### src/rtl/segment_histogram.sv
// Per-segment occurrence counter over a fixed window of accepted samples.
// Rebuilds the chooser's empirical weights as WIDTH+1 bit count words.
module segment_histogram #(
  parameter int WIDTH       = 32,
  parameter int WINDOW_LOG2 = 8
) (
  input  logic             in_clock,
  input  logic             in_reset,
  input  logic             in_start,
  input  logic             in_abort,
  input  logic             in_valid,
  input  logic [1:0]       in_segment_number,
  output logic [WIDTH:0]   out_count0,
  output logic [WIDTH:0]   out_count1,
  output logic [WIDTH:0]   out_count2,
  output logic [WIDTH:0]   out_count3,
  output logic             out_busy,
  output logic             out_done
);

  localparam int AW = WINDOW_LOG2 + 1;
  localparam logic [AW-1:0] LAST =
    {1'b0, {WINDOW_LOG2{1'b1}}};

  typedef enum logic [1:0] {
    IDLE,
    COLLECT,
    DONE
  } state_t;

  state_t        state;
  state_t        state_nxt;
  logic [AW-1:0] acc     [4];
  logic [AW-1:0] acc_nxt [4];
  logic [AW-1:0] cnt;
  logic          take;
  logic          last;
  logic          clear;

  always_ff @(posedge in_clock or negedge in_reset) begin
    if (!in_reset) state <= IDLE;
    else           state <= state_nxt;
  end

  always_comb begin
    state_nxt = state;
    clear     = 1'b0;
    take      = 1'b0;
    last      = 1'b0;
    unique case (state)
      IDLE: begin
        if (in_start) begin
          clear     = 1'b1;
          state_nxt = COLLECT;
        end
      end
      COLLECT: begin
        // abort wins over a sample arriving in the same cycle
        if (in_abort) begin
          state_nxt = IDLE;
        end else if (in_valid) begin
          take = 1'b1;
          if (cnt == LAST) begin
            last      = 1'b1;
            state_nxt = DONE;
          end
        end
      end
      DONE:    state_nxt = IDLE;
      default: state_nxt = IDLE;
    endcase
  end

  always_comb begin
    for (int i = 0; i < 4; i++) begin
      acc_nxt[i] = acc[i] +
        AW'(take && (in_segment_number == 2'(i)));
    end
  end

  always_ff @(posedge in_clock or negedge in_reset) begin
    if (!in_reset) begin
      for (int i = 0; i < 4; i++) acc[i] <= '0;
      cnt        <= '0;
      out_count0 <= '0;
      out_count1 <= '0;
      out_count2 <= '0;
      out_count3 <= '0;
    end else begin
      if (clear) begin
        for (int i = 0; i < 4; i++) acc[i] <= '0;
        cnt <= '0;
      end else if (take) begin
        for (int i = 0; i < 4; i++) acc[i] <= acc_nxt[i];
        cnt <= cnt + 1'b1;
      end
      // final sample's increment is folded into the published counts
      if (last) begin
        out_count0 <= (WIDTH+1)'(acc_nxt[0]);
        out_count1 <= (WIDTH+1)'(acc_nxt[1]);
        out_count2 <= (WIDTH+1)'(acc_nxt[2]);
        out_count3 <= (WIDTH+1)'(acc_nxt[3]);
      end
    end
  end

  assign out_busy = (state == COLLECT);
  assign out_done = (state == DONE);

endmodule

### config.mk
export PLATFORM = sky130hd
export DESIGN_NAME = segment_histogram
export DESIGN_NICKNAME = d
export VERILOG_FILES = /design/src/rtl/segment_histogram.sv
export SDC_FILE = /design/constraint.sdc
export NUM_CORES = 1
export LEC_CHECK = 0
export CORE_ASPECT_RATIO = 0.7
export CORE_MARGIN = 1
export CORE_UTILIZATION = 39
export DETAILED_ROUTE_END_ITERATION = 8
export GPL_TIMING_DRIVEN = 0
export PLACE_DENSITY = 0.68
export SLEW_MARGIN = 20
export SYNTH_ARGS = -nofsm -noshare
export SYNTH_HDL_FRONTEND = slang
export SYNTH_SLANG_ARGS = --single-unit
### constraint.sdc
create_clock -name in_clock -period 7.4 [get_ports in_clock]
set_input_delay 1.48 -clock in_clock [delete_from_list [all_inputs] [get_ports in_clock]]
set_output_delay 1.48 -clock in_clock [all_outputs]
set_load 0.05 [all_outputs]
# Word-level counts from Yosys, hierarchy flattened

Cells that the tools add are included.

Register bits: 83
Output and inout bits: 134
Logic and storage cells: 50

Add/subtract/negate cells: 5
Equality and inequality tests: 9
Multiplexer cells: 18
Reductions and logical operators: 8

Operators with widths:

| operator                                                                 | count |
|---|---|
| 36-bit 2-to-1 mux                                                        | 2 |
| 9-bit by 1-bit adder with 9-bit output                                   | 4 |
| 9-bit 2-to-1 mux                                                         | 2 |
| 9-bit by 1-bit adder with 9-bit output (second input constant)           | 1 |
| 9-bit by 8-bit equality test with 1-bit output (second input constant)   | 1 |
| 1-bit 2-to-1 mux                                                         | 9 |
| 2-bit 2-to-1 mux                                                         | 4 |
| 2-bit equality test (second input constant)                              | 3 |
| 2-bit by 1-bit equality test with 1-bit output (second input constant)   | 2 |
| 1-bit logical AND                                                        | 4 |
| 2-bit logical NOT                                                        | 2 |
| 2-bit case mux with 2 select lines                                       | 1 |
| 3-bit by 2-bit inequality test with 1-bit output (second input constant) | 1 |
| 3-bit inequality test (second input constant)                            | 1 |
| 3-bit AND reduction                                                      | 1 |
| 2-bit inequality test (second input constant)                            | 1 |
| 2-bit nonzero test                                                       | 1 |

# Logic depth before layout (Yosys ltp)

Gate-level depths: netlist of run 1.

Depth in word-level cells: 7
Depth in mapped cells: 12

# Least setup slack after synthesis of run 1

Ideal clock, no wire load.

Path kind: input-to-reg
From: input port in_abort
To: register out_count0[8]
Library setup time: 0.122 ns
Arrival: 3.344 ns
Required time: 7.278 ns
Path slack: 3.933 ns
Stages: 10
Path buffers: 2
Cell sequence: nand4bb_1 -> buf_2 -> buf_1 -> nor3_1 -> ha_1 -> ha_1 -> nand3_1 -> or3_1 -> xnor2_1 -> a21oi_2

Longest elaborated chain between the ends: 4

RTL lines:

| what                                   | line | text |
|---|---|---|
| start, declared                        | 10   | `input logic in_abort,` |
| 1-bit 2-to-1 mux                       | 59   | `if (in_abort) begin` |
| 1-bit 2-to-1 mux                       | 50   | `unique case (state)` |
| 1-bit logical AND                      | 77   | `AW'(take && (in_segment_number == 2'(i)));` |
| 9-bit by 1-bit adder with 9-bit output | 76   | `acc_nxt[i] = acc[i] +` |
| end signal, assigned                   | 99   | `out_count0 <= (WIDTH+1)'(acc_nxt[0]);` |
| end, declared                          | 13   | `output logic [WIDTH:0] out_count0,` |

Several ways; a longest one is shown, not always the timed one.
A chain may end at the register's enable or synchronous reset.

# Final worst setup path of run 1

Same ends and word-level chain as after synthesis.

==> results of run 1 <==
[placed cells by master, fill, tap and decap left out, types with 11 or more instances in the layout]
cell and n:
nor2_1 43, buf_4 100, a31oi_1 12, nand2_1 29
xnor2_1 16, clkdlybuf4s50_1 43, xor2_1 16, a21oi_2 21
conb_1 96, o21ai_0 32, nand3_1 11, a21oi_1 18
dfrtp_1 83
[worst paths after layout]
path / endpoint / slack, ps
max: out_count0[8] / 3260
min: acc[0] / 500
max reg2reg: out_count0[8] / 4430
min reg2reg: acc[0] / 500
max in group asynchronous: cnt[3] / 5720
min in group asynchronous: out_count3[6] / 1070
[worst max-delay path, delay by kind of cell]
| kind | cells | cell delay, ps |
|---|---|---|
| adders and majority gates | 2 | 440 |
| buffers and inverters | 3 | 960 |
| and+or+nand+nor | 4 | 1140 |
| AOI/OAI and AO/OA | 1 | 80 |
| xor gates and xnor gates | 1 | 250 |
[flip-flops by register name, indices dropped and copies added, names as in the netlist]
signal / count
out_count0: 9
out_count2: 9
out_count1: 9
acc: 36
state: 2
cnt: 9
out_count3: 9
[power by group]
group          total, mW  switching [mW]  internal (mW)  leakage [nW]
sequential         0.461         0.00331          0.457          1.16
clock              0.469           0.173          0.296         0.155
combinational      0.207           0.155         0.0525          1.68
total               1.14           0.331          0.806          2.99
[cell type report]
type	instances	area share, %
Buffer	122	14.5
Clock buffer	14	4.64
Clock inverter	1	0.491
Inverter	6	0.368
Multi-Input combinational cell	375	35.2
Sequential cell	83	34.0
Tap cell	157	3.21
Timing Repair Buffer	45	7.61
[cells by family (layout without fill, tap and decap cells)]
| group | count (synthesis) | after routing | share of synthesized area, % |
|---|---|---|---|
| fa+ha+maj | 10 | 10 | 2.62 |
| flops | 83 | 83 | 43.4 |
| other cells | 1 | 96 | 0.0784 |
| mux | 8 | 8 | 1.88 |
| xor+xnor | 32 | 32 | 5.86 |
| buf+inv | 128 | 188 | 19.0 |
| simple gates | 119 | 119 | 12.1 |
| compound gates | 110 | 110 | 15.0 |
[layer usage]
metal / part of all wire, % / track usage [%] / wire [um]
met1: 44 / 22.6 / 4560
met2: 47 / 27.1 / 4860
met3: 6.9 / 4.72 / 708
met4: 1.4 / 5.81 / 140
met5: 0 / 0 / 0
==> impl_metrics.toml, run 1 <==
[clock_tree]
hold_buffers = 0
cts-resized-gates = 0
clock-sinks = 83
cts_root_buf = "clkbuf_16"
clk_latency_ps = 340
clockBufferDepth = 2
cts_tree = "built"
numCtsBuffers = 9
clk_pin_slew_worst_paths_ps = 60
cts_setup_buffers = 0
ctsHtreeMaxLevel = 3

[timing]
finalHoldViolations = 0
hold_ws_ps = 505
finalCriticalPeriod_ps = 4140
setup_ws_ps = 3260
worstMarginPinSlew_ps = 603
slew_headroom_pct = 59.6
grt_setup_unrepaired = "false"
fin_tns_setup_ps = 0
fmax_mhz = 241
skew_ps = 6.26
maxSlewViolCount = 0
finalSetupViolCount = 0
final.period_utilization_pct = 56.0

[power]
total_leakage_power_nw = 2.99
powerDensity_mw_per_mm2 = 186
vdd_drop_max_v = 0.000124
power.total_mw = 1.14

[placement]
dp_slack_ps = 2920
dp.cells = 788
io_buffer_count = 44
placed_area_sq_mm = 0.00580
hpwl_um = 7400
routabilityCongestion = 0.849

[logic_synthesis]
yosys_warnings = 0
syn_inst = 491
yosysSeqAreaShare_pct = 43.4
synth.most_common_cell = "buf_4"
yosysTopAreaCell = "dfrtp_1"
yosys_register_bits = 83
syn_area_sq_mm = 0.00478
synth_common_cells = "buf_4, dfrtp_1, nor2_1"
synth_cell_type_count = 41
syn_area_per_cell_sq_um = 9.74
synth_edf_count = 0
synth-main-ff-cell = "dfrtp_1"
synth_top_area_share_pct = 43.4
synthArstFlopShare_pct = 100
synth_area_leaders = "dfrtp_1, buf_4, a21oi_2"

[layout]
final_cells = 803
nNetsFinal = 659
multiInputGateArea_sq_mm = 0.00215
final_area_sq_mm = 0.00611
drive_above_1_share_pct = 25.1
area_delta_synth_final_pct = 27.9
fin_util_pct = 51.8
regArea_sq_mm = 0.00208
diodes = 0
fillers = 1107

[critical_path]
reg2reg_from = "state[1]"
worstSetupStartpointType = "input pin"
arrival_ps = 4370
worstSetupPathType = "in2reg"
crit_chain = "clkdlybuf4s50_1 > nand4bb_1 > buf_2 > buf_1 > nor3_1 > ha_1 > ha_1 > nand3_1 > or3_1 > xnor2_1 > a21oi_2"
reg2reg_depth = 10
worstPathMaxFanout = 10
max_stage_delay_ps = 460
cp-end-kind = "register"
worstSetupStartpoint = "in_abort"
cpMostUsedCell = "ha_1"
cp.required_ps = 7620
cp_slowest_cell = "or3_1"

[outcome]
status = "completed"

[drt]
wire_per_inst_um = 12.8
dr.pass1.iters = 5
drt_iter0_drc = 219
route.detailed.vias_per_inst = 4.54
finalWirelength_um = 10300
ant_nets = 0
drc = 0
vias = 3648

[global_routing]
antenna_found_initial = 0
grt_overflow = 0
grt_max_degree = 55
grtUsageTotal_pct = 17.1
grt_pass1_wl_um = 16500
grt_pass1_vias = 3346

[worst_hold_path]
min_from = "acc[0]"
hold_path_class = "reg2reg"
hold_path_depth = 1

[floorplan]
placementRows = 33
io_pins = 141
fp.coreArea_sq_mm = 0.0118
fp.dieH_um = 94.6
start_util_pct = 40.5
die_area_sq_mm = 0.0127
die_x_um = 134

[flow_run]
max_cap_viol_count = 0
(Power assumes the default switching activity.)
==> inputs of run 2 (changes only) <==
--- a/config.mk
+++ b/config.mk
@@ -10,7 +10,7 @@
 export CORE_UTILIZATION = 39
 export DETAILED_ROUTE_END_ITERATION = 8
 export GPL_TIMING_DRIVEN = 0
-export PLACE_DENSITY = 0.68
+export PLACE_DENSITY = 0.71
 export SLEW_MARGIN = 20
 export SYNTH_ARGS = -nofsm -noshare
 export SYNTH_HDL_FRONTEND = slang
==> constraint.sdc (replaced) <==
create_clock -name in_clock -period 3.4 [get_ports in_clock]
set_input_delay 0.68 -clock in_clock [delete_from_list [all_inputs] [get_ports in_clock]]
set_output_delay 0.68 -clock in_clock [all_outputs]
set_load 0.05 [all_outputs]
==> impl_metrics.toml, run 2 (synthesized netlist as in run 1, its figures left out) <==
[clock_tree]
clock-sinks = 83
clockBufferDepth = 2
cts_tree = "built"
numCtsBuffers = 9
cts_setup_buffers = 0
clk_pin_slew_worst_paths_ps = 50
cts_root_buf = "clkbuf_16"
clk_latency_ps = 340
ctsHtreeMaxLevel = 3

[global_routing]
grt_max_degree = 46
grtUsageTotal_pct = 16.8
grt_pass1_vias = 3291
top_usage_layer = "met2"
met2_usage_pct = 27.5
use_met1_pct = 22.6
grt_overflow = 0
grt_util_met3_pct = 3.97
antenna_found_initial = 0
grt_pass1_wl_um = 16400

[layout]
fillers = 1077
drive_above_1_share_pct = 25.0
final_cells = 804
final_area_sq_mm = 0.00608
diodes = 0
area_delta_synth_final_pct = 27.1
nNetsFinal = 659
final_cell_mix = "buf_4, conb_1, dfrtp_1"
final_common_cell = "buf_4"
largest_reg_flops = 36
largest-register = "acc"

[timing]
fmax_mhz = 309
slew_headroom_pct = 61.4
finalHoldViolations = 0
finalSetupViolCount = 0
finalCriticalPeriod_ps = 3230
maxSlewViolCount = 0
final.period_utilization_pct = 95.0
grt_setup_unrepaired = "false"
skew_ps = 4.57
worstMarginPinSlew_ps = 576

[critical_path]
worstSetupPathType = "in2reg"
cp.required_ps = 3620
reg2reg_from = "state[1]"
worstPathMaxFanout = 10
worstSetupStartpointType = "input pin"
arrival_ps = 3450
worstSetupStartpoint = "in_abort"
cpMostUsedCell = "ha_1"
cp_slowest_cell = "or3_1"
cp-end-kind = "register"
crit_end = "acc[35]"
critPathTopFamily = "simple AND/OR/NAND/NOR gates"
cp.depth = 11
r2r-end = "acc[35]"
path_buf_inv = 3
reg2reg_depth = 10
rrSetupSlack_ps = 540
crit_chain = "clkdlybuf4s50_1 > nand4bb_1 > buf_2 > clkbuf_2 > nor3_1 > ha_1 > ha_1 > nand3_1 > or3_1 > a21oi_1 > o22ai_1"
max_stage_delay_ps = 470

[drt]
ant_nets = 0
vias = 3610
wire_per_inst_um = 12.7
drc = 0
drt_iter0_drc = 206
dr.pass1.iters = 4
route.detailed.vias_per_inst = 4.49
finalWirelength_um = 10200

[floorplan]
io_pins = 141
fp.coreArea_sq_mm = 0.0118
placementRows = 33
die_x_um = 134
fp.dieH_um = 94.6
start_util_pct = 40.5
die_area_sq_mm = 0.0127

[power]
vdd_drop_max_v = 0.000212
total_leakage_power_nw = 2.98
powerDensity_mw_per_mm2 = 388

[placement]
placed_area_sq_mm = 0.00580
routabilityCongestion = 0.826
hpwl_um = 7460
dp.cells = 788
io_buffer_count = 44

[worst_hold_path]
hold_path_class = "in2async"

[flow_run]
max_cap_viol_count = 0

[outcome]
status = "completed"
[run 2: cell count changes in the layout (fill, tap and decap cells not counted)]
| cell | delta |
|---|---|
| clkbuf_1 | +2 |
| buf_1 | -1 |
| clkinv_2 | +2 |
| clkbuf_8 | -2 |
| and2_0 | -1 |
| and2_1 | +1 |
| clkbuf_2 | +1 |
| bufinv_16 | -1 |
[run 2: repair_timing]
item                       in CTS  in global routing
hold buffers                    0                  0
gates resized for setup         0                  2
setup endpoints to repair       0                  4
[run 2: worst min-delay path by stage]
stage | from | endpoint | cells past startpoint
after floorplan | in_reset | acc[0] | 0
after global routing | in_reset | out_count2[6] | 1
after detailed placement | acc[18] | acc[18] | 1
after CTS | in_reset | acc[14] | 1
after global placement | acc[8] | acc[8] | 1
final | in_reset | out_count2[6] | 1
[run 2: per-layer routing]
metal,routed length [um],share of wire [%],up-vias
met4,74,0.72,0
met5,0,0,-
met2,4920,48,83
li1,-,-,1793
met3,595,5.8,11
met1,4640,45,1723
[run 2: power by group]
| part | switching [mW] | leakage, nW | internal, mW | total, mW |
|---|---|---|---|---|
| combinational | 0.335 | 1.68 | 0.114 | 0.449 |
| clock | 0.375 | 0.137 | 0.533 | 0.908 |
| sequential | 0.00730 | 1.16 | 0.995 | 1.00 |
| total | 0.717 | 2.98 | 1.64 | 2.36 |
[run 2: layout make-up]
type | instances | area, sq um | area share [%]
tap | 157 | 196 | 3.23
clock inverter | 2 | 10.0 | 0.165
multi-input combinational | 375 | 2150 | 35.4
sequential | 83 | 2080 | 34.2
inverter | 6 | 22.5 | 0.371
buffer | 122 | 887 | 14.6
timing repair buffer | 45 | 465 | 7.66
clock buffer | 14 | 264 | 4.35
[run 2: per-stage QoR]
step	hold slack (ps)	util, %	TNS (ps)	setup WS, ps	power [mW]
2_1_floorplan	384	-	0	733	1.40
5_1_grt	358	51.5	0	28.4	2.44
3_5_place_dp	488	49.1	-1200	-227	1.46
6_report	315	51.5	0	168	2.36
3_3_place_gp	483	48.9	-107390	-1290	1.46
4_1_cts	331	51.4	0	113	2.36
